**config.mk**
```make
export PLATFORM = sky130hd
export DESIGN_NAME = info_mapper_stream
export DESIGN_NICKNAME = d
export VERILOG_FILES = /design/src/rtl/info_mapper_pkg.sv /design/src/rtl/info_lane_mapper.sv /design/src/rtl/info_mapper_stream.sv
export SDC_FILE = /design/constraint.sdc
export NUM_CORES = 1
export LEC_CHECK = 0
export BUFFER_PORTS_ARGS = -buffer_cell sky130_fd_sc_hd__buf_2
export CORE_MARGIN = 2
export CORE_UTILIZATION = 60
export CTS_BUF_LIST = sky130_fd_sc_hd__clkbuf_8
export CTS_CLUSTER_SIZE = 20
export DETAILED_ROUTE_END_ITERATION = 8
export PLACE_DENSITY = 0.91
export REMOVE_ABC_BUFFERS = 1
export SKIP_CTS_REPAIR_TIMING = 1
export SLEW_MARGIN = 20
export SYNTH_ARGS = -nofsm -noshare
export SYNTH_HDL_FRONTEND = slang
export SYNTH_SLANG_ARGS = --single-unit
```
**constraint.sdc**
```tcl
create_clock -name clk -period 14.1 [get_ports clk]
set_input_delay 1.41 -clock clk [delete_from_list [all_inputs] [get_ports clk]]
set_output_delay 1.41 -clock clk [all_outputs]
set_load 0.005 [all_outputs]
```
**src/rtl/info_mapper_pkg.sv**
```systemverilog
// Shared helpers and defaults for the info-bit mapper family.
package info_mapper_pkg;

   localparam bit FROZEN_VAL_DEFAULT = 1'b0;

   // Ceiling log2; returns 0 for v <= 1.
   function automatic int clog2(input int v);
      int r;
      r = 0;
      while ((1 << r) < v) r++;
      return r;
   endfunction

   // Width of the buffer fill counter (must represent 0..P+IN_W).
   function automatic int cnt_w(input int p, input int in_w);
      return clog2(p + in_w + 1);
   endfunction

   // Width of a lane prefix sum (must represent 0..P).
   function automatic int prefix_w(input int p);
      return clog2(p + 1);
   endfunction

endpackage

```
**src/rtl/info_lane_mapper.sv**
```systemverilog
// Combinational lane mapper: places window bits, in order, into the lanes
// whose mask bit is set and drives the frozen value everywhere else.
module info_lane_mapper
   import info_mapper_pkg::*;
#(
   parameter int P  = 8,
   parameter int KW = prefix_w(P)
) (
   input  logic [P-1:0]  em_i,
   input  logic [P-1:0]  window_i,
   input  logic          frozen_i,
   output logic [P-1:0]  word_o,
   output logic [KW-1:0] k_o
);

   localparam logic [P-1:0] ONE = P'(1);

   // pre[i] = number of information lanes below lane i
   logic [KW-1:0] pre [P+1];

   assign pre[0] = '0;

   // Prefix-sum chain plus per-lane select; pre[i] <= i so the select stays in the window.
   for (genvar i = 0; i < P; i++) begin : g_lane
      assign pre[i+1]  = pre[i] + KW'(em_i[i]);
      assign word_o[i] = em_i[i] ? |(window_i & (ONE << pre[i])) : frozen_i;
   end

   assign k_o = pre[P];

endmodule

```
**src/rtl/info_mapper_stream.sv**
```systemverilog
// Streaming information-bit mapper: buffers incoming info words as a bit
// stream and emits P-lane words with info bits in mask-1 lanes.
module info_mapper_stream
   import info_mapper_pkg::*;
#(
   parameter int P                  = 8,
   parameter int IN_W               = 8,
   parameter int FRAME_WORDS        = 4,
   parameter bit FROZEN_VAL         = FROZEN_VAL_DEFAULT,
   parameter bit FLUSH_AT_FRAME_END = 1'b0
) (
   input  logic            clk,
   input  logic            reset,
   input  logic [IN_W-1:0] data_in_fifo_rd_data,
   input  logic            data_in_valid,
   output logic            data_in_ready,
   input  logic [P-1:0]    mapping_indicators,
   input  logic            mapping_valid,
   output logic            mapping_ready,
   input  logic            bypass,
   output logic [P-1:0]    data_out_fifo_wr_data,
   output logic            data_out_valid,
   input  logic            data_out_ready,
   output logic            data_out_last,
   output logic [15:0]     frame_count
);

   localparam int BUF_BITS = P + IN_W;
   localparam int CW       = cnt_w(P, IN_W);
   localparam int KW       = prefix_w(P);
   localparam int WCW      = (FRAME_WORDS > 1) ? clog2(FRAME_WORDS) : 1;
   localparam logic [BUF_BITS-1:0] IN_MASK = {{P{1'b0}}, {IN_W{1'b1}}};

   logic [BUF_BITS-1:0] bits_q, bits_d;
   logic [CW-1:0]       cnt_q, cnt_d;
   logic [P-1:0]        word_q, word_d;
   logic                vld_q, vld_d;
   logic                last_q, last_d;
   logic [WCW-1:0]      wcnt_q, wcnt_d;
   logic [15:0]         fc_q, fc_d;

   logic [P-1:0]        em;
   logic [P-1:0]        mapped;
   logic [KW-1:0]       k;
   logic                in_fire, load, accept, is_last;
   logic [BUF_BITS-1:0] kept;
   logic [CW-1:0]       base;

   assign em            = bypass ? '1 : mapping_indicators;
   assign data_in_ready = (cnt_q <= CW'(BUF_BITS - IN_W));
   assign in_fire       = data_in_valid && data_in_ready;
   // Uses the registered fill only: bits arriving this cycle cannot be mapped yet.
   assign load          = mapping_valid && (!vld_q || data_out_ready) && (cnt_q >= CW'(k));
   assign accept        = vld_q && data_out_ready;
   assign is_last       = (wcnt_q == WCW'(FRAME_WORDS - 1));
   assign mapping_ready = load;

   info_lane_mapper #(
      .P  (P),
      .KW (KW)
   ) u_lane_mapper (
      .em_i     (em),
      .window_i (bits_q[P-1:0]),
      .frozen_i (FROZEN_VAL),
      .word_o   (mapped),
      .k_o      (k)
   );

   // Next-state: consume k bits on load, then append the input word above what remains.
   always_comb begin
      kept   = bits_q;
      base   = cnt_q;
      bits_d = bits_q;
      cnt_d  = cnt_q;
      word_d = word_q;
      vld_d  = vld_q;
      last_d = last_q;
      wcnt_d = wcnt_q;
      fc_d   = fc_q;

      if (load) begin
         kept = bits_q >> k;
         base = cnt_q - CW'(k);
         if (FLUSH_AT_FRAME_END && is_last) begin
            kept = '0;
            base = '0;
         end
      end
      bits_d = kept;
      cnt_d  = base;
      if (in_fire) begin
         bits_d = (kept & ~(IN_MASK << base)) | (BUF_BITS'(data_in_fifo_rd_data) << base);
         cnt_d  = base + CW'(IN_W);
      end

      if (load) begin
         word_d = mapped;
         vld_d  = 1'b1;
         last_d = is_last;
         wcnt_d = is_last ? '0 : wcnt_q + 1'b1;
      end else if (accept) begin
         vld_d  = 1'b0;
         last_d = 1'b0;
      end

      if (accept && last_q) fc_d = fc_q + 16'd1;
   end

   // State registers with synchronous reset; reset drops buffered bits and any pending word.
   always_ff @(posedge clk) begin
      if (reset) begin
         bits_q <= '0;
         cnt_q  <= '0;
         word_q <= '0;
         vld_q  <= 1'b0;
         last_q <= 1'b0;
         wcnt_q <= '0;
         fc_q   <= '0;
      end else begin
         bits_q <= bits_d;
         cnt_q  <= cnt_d;
         word_q <= word_d;
         vld_q  <= vld_d;
         last_q <= last_d;
         wcnt_q <= wcnt_d;
         fc_q   <= fc_d;
      end
   end

   assign data_out_fifo_wr_data = word_q;
   assign data_out_valid        = vld_q;
   assign data_out_last         = last_q;
   assign frame_count           = fc_q;

endmodule

```
==> run_results.csv <==
group,metric,value,unit
status,status,"finished, final reports clean",
cells_and_area,fill_cells,620,
timing,tightest_slew,1.10,ns
cells_and_area,regArea,981,sq um
global_route,gr-max-usage-layer,"met2",
floorplan,core_region_area,0.00737,sq mm
timing,finalMaxSlewViolations,0,
route,post-route-drc-count,0,
worst_setup_path,cp-start-kind,"input port",
timing,hold_viol,0,
cells_and_area,area_delta_synth_final,6.80,%
place,place_area,0.00483,sq mm
yosys,yosysUniqueCellTypes,73,
timing,post-route-period-util,68.1,%
yosys,ys_seq_area_share,21.3,%
cells_and_area,nNetsFinal,631,
yosys,synthesis.area,0.00462,sq mm
cts,clock_path_buffers,2,
timing,setup_violations,0,
yosys,ys.flop_type,"dfxtp_1",
route,avgViaCountPerCell,6.52,
timing,max_freq,104,MHz
hold_path,min_path_type,"flip-flop to flip-flop",
place,hpwlAfterDp,9080,um
cts,numCtsBuffers,5,
timing,fin_worst_skew,0.00571,ns
yosys,yosys-top-cells-area,"dfxtp_1 (21%), mux2i_1 (9.1%), mux4_2 (5.9%)",
global_route,use_met1,38.3,%
cells_and_area,layout_commonest_cell,"nor2_1",
worst_setup_path,required,12.69,ns
cells_and_area,mostFrequentLayoutCells,"nor2_1 (63), nand2_1 (55), dfxtp_1 (49), buf_2 (49), a21oi_1 (48)",
route,dr_total_vias,4482,
cts,htree_levels,2,
floorplan,fp-row-count,31,
yosys,ys_warn_count,0,
place,io_buffers,49,
global_route,grt_pass1_vias,4194,
route,drt-pass1-iter-count,6,
cells_and_area,utilization,66.9,%
cells_and_area,drive_above_1_share,18.0,%
yosys,synth_edf_count,0,
cells_and_area,n_antenna_cell,0,
route,ant_nets,0,
yosys,async_flop_share,0,%
global_route,grt_overflow,0,
global_route,use_met3,4.60,%
timing,rsz0062_at_grt,"false",
worst_setup_path,cp-end-kind,"primary output",
cells_and_area,multi_input_area,0.00340,sq mm
global_route,track_usage,29.5,%
cts,worstSkewPairLatency,0.32,ns
floorplan,die_y,91.7,um
hold_path,worstHoldPathCells,2,
route,post_drt_wl_per_cell,18.0,um
yosys,synth_seq_cells,49,
worst_setup_path,rr_worst_depth,13,
worst_setup_path,worst-path-max-fanout,35,
place,routabilityCongestion,0.958,
cts,cts_tree,"yes",
cts,clk_root_buffer_cell,"clkbuf_8",
floorplan,pin_count,50,
timing,period_minus_slack,9.61,ns
flow_run,drv_cap,0,
floorplan,die_area,0.00841,sq mm
timing,worst_slack,4.49,ns
place,dp_slack,4.58,ns
cts,cts_sinks,49,
cts,cts.clk_slew.worst_paths,0.11,ns
yosys,yosysTopAreaCellShare,21.3,%
route,drt_iter0_markers,597,
timing,tns,0,ns
route,wl,12400,um
worst_setup_path,crit_type,"input port to primary output",
global_route,grt_pass1_wl,20400,um
worst_setup_path,cp.arrival,8.20,ns
global_route,grt_max_degree,52,
yosys,syn_inst,567,
global_route,grt_use_met2,50.1,%
timing,relSlewSlack,26.0,%
cells_and_area,postLayoutCellArea,0.00493,sq mm
floorplan,start_util,62.6,%
floorplan,fp.dieW,91.7,um
global_route,antenna_found_initial,0,
yosys,synth_top_cell_by_area,"dfxtp_1",
yosys,syn_avg_cell_area,8.14,sq um
-- critical path, stage by stage --
cell and delay, ns:
buf_2 0.14, nor2_1 0.31, fa_1 0.54, inv_1 0.10
ha_1 0.27, ha_1 0.23, ha_1 0.33, ha_1 0.40
ha_1 0.25, xnor2_1 0.16, xnor3_1 0.32, xor2_1 0.75
inv_1 0.47, ha_1 0.48, a21o_1 0.25, a21o_1 0.28
o21ai_4 0.78, inv_2 0.47, buf_2 0.27
-- cell type report --
class	count	area share [%]
Timing Repair Buffer	51	5.28
Tap cell	99	2.51
Inverter	18	1.37
Sequential cell	49	19.9
Multi-Input combinational cell	462	69.0
Clock buffer	5	1.40
Clock inverter	3	0.584
-- worst paths after layout --
path                            startpoint                       end  slack [ns]
hold / removal    data_out_fifo_wr_data[0]  data_out_fifo_wr_data[0]        0.46
setup / recovery                    bypass             mapping_ready        4.49
setup reg to reg                  cnt_q[0]                bits_q[11]        9.28
hold reg to reg   data_out_fifo_wr_data[0]  data_out_fifo_wr_data[0]        0.46
-- state kept, by name, indices dropped and copies added, names as in the netlist --
register and count:
data_out_fifo_wr_data 8, data_out_valid 1, bits_q 16, data_out_last 1, frame_count 16, cnt_q 5
wcnt_q 2
-- synthesized netlist by cell type, drive strengths merged (8+ instances only) --
cell type,count
nor2,65
o21ai,23
a211oi,11
nand2,55
mux4,12
dfxtp,49
inv,17
xnor2,13
nand3,20
mux2,13
a21oi,48
clkbuf,29
mux2i,44
ha,20
buf,9
nor3,23
xor2,16
and3,8
-- logic make-up (layout without fill, tap and decap cells) --
logic type,after synthesis,in the layout,synth area share [%]
and+or+nand+nor,206,206,20.9
xor gates and xnor gates,32,32,8.16
adders and majority gates,22,22,6.29
AOI/OAI and AO/OA,133,133,19.2
buffers and inverters,56,77,5.10
DFF,49,49,21.3
muxes,69,69,19.1
-- per-stage QoR --
stage | instances | hold WS (ns)
after global routing | 687 | 0.482
after floorplan | 529 | 0.434
after CTS | 687 | 0.464
after global placement | 679 | 0.438
after detailed placement | 679 | 0.449
final | 687 | 0.464
-- routing by layer --
metal | part of all wire [%] | routed length (um)
met1 | 42 | 5220
met2 | 48 | 6000
met3 | 7.1 | 882
met4 | 2.3 | 291
met5 | 0 | 0
Power is left out: the tool's default activity adds up to more than one toggle a clock period on the data nets, which glitch-free logic cannot reach.
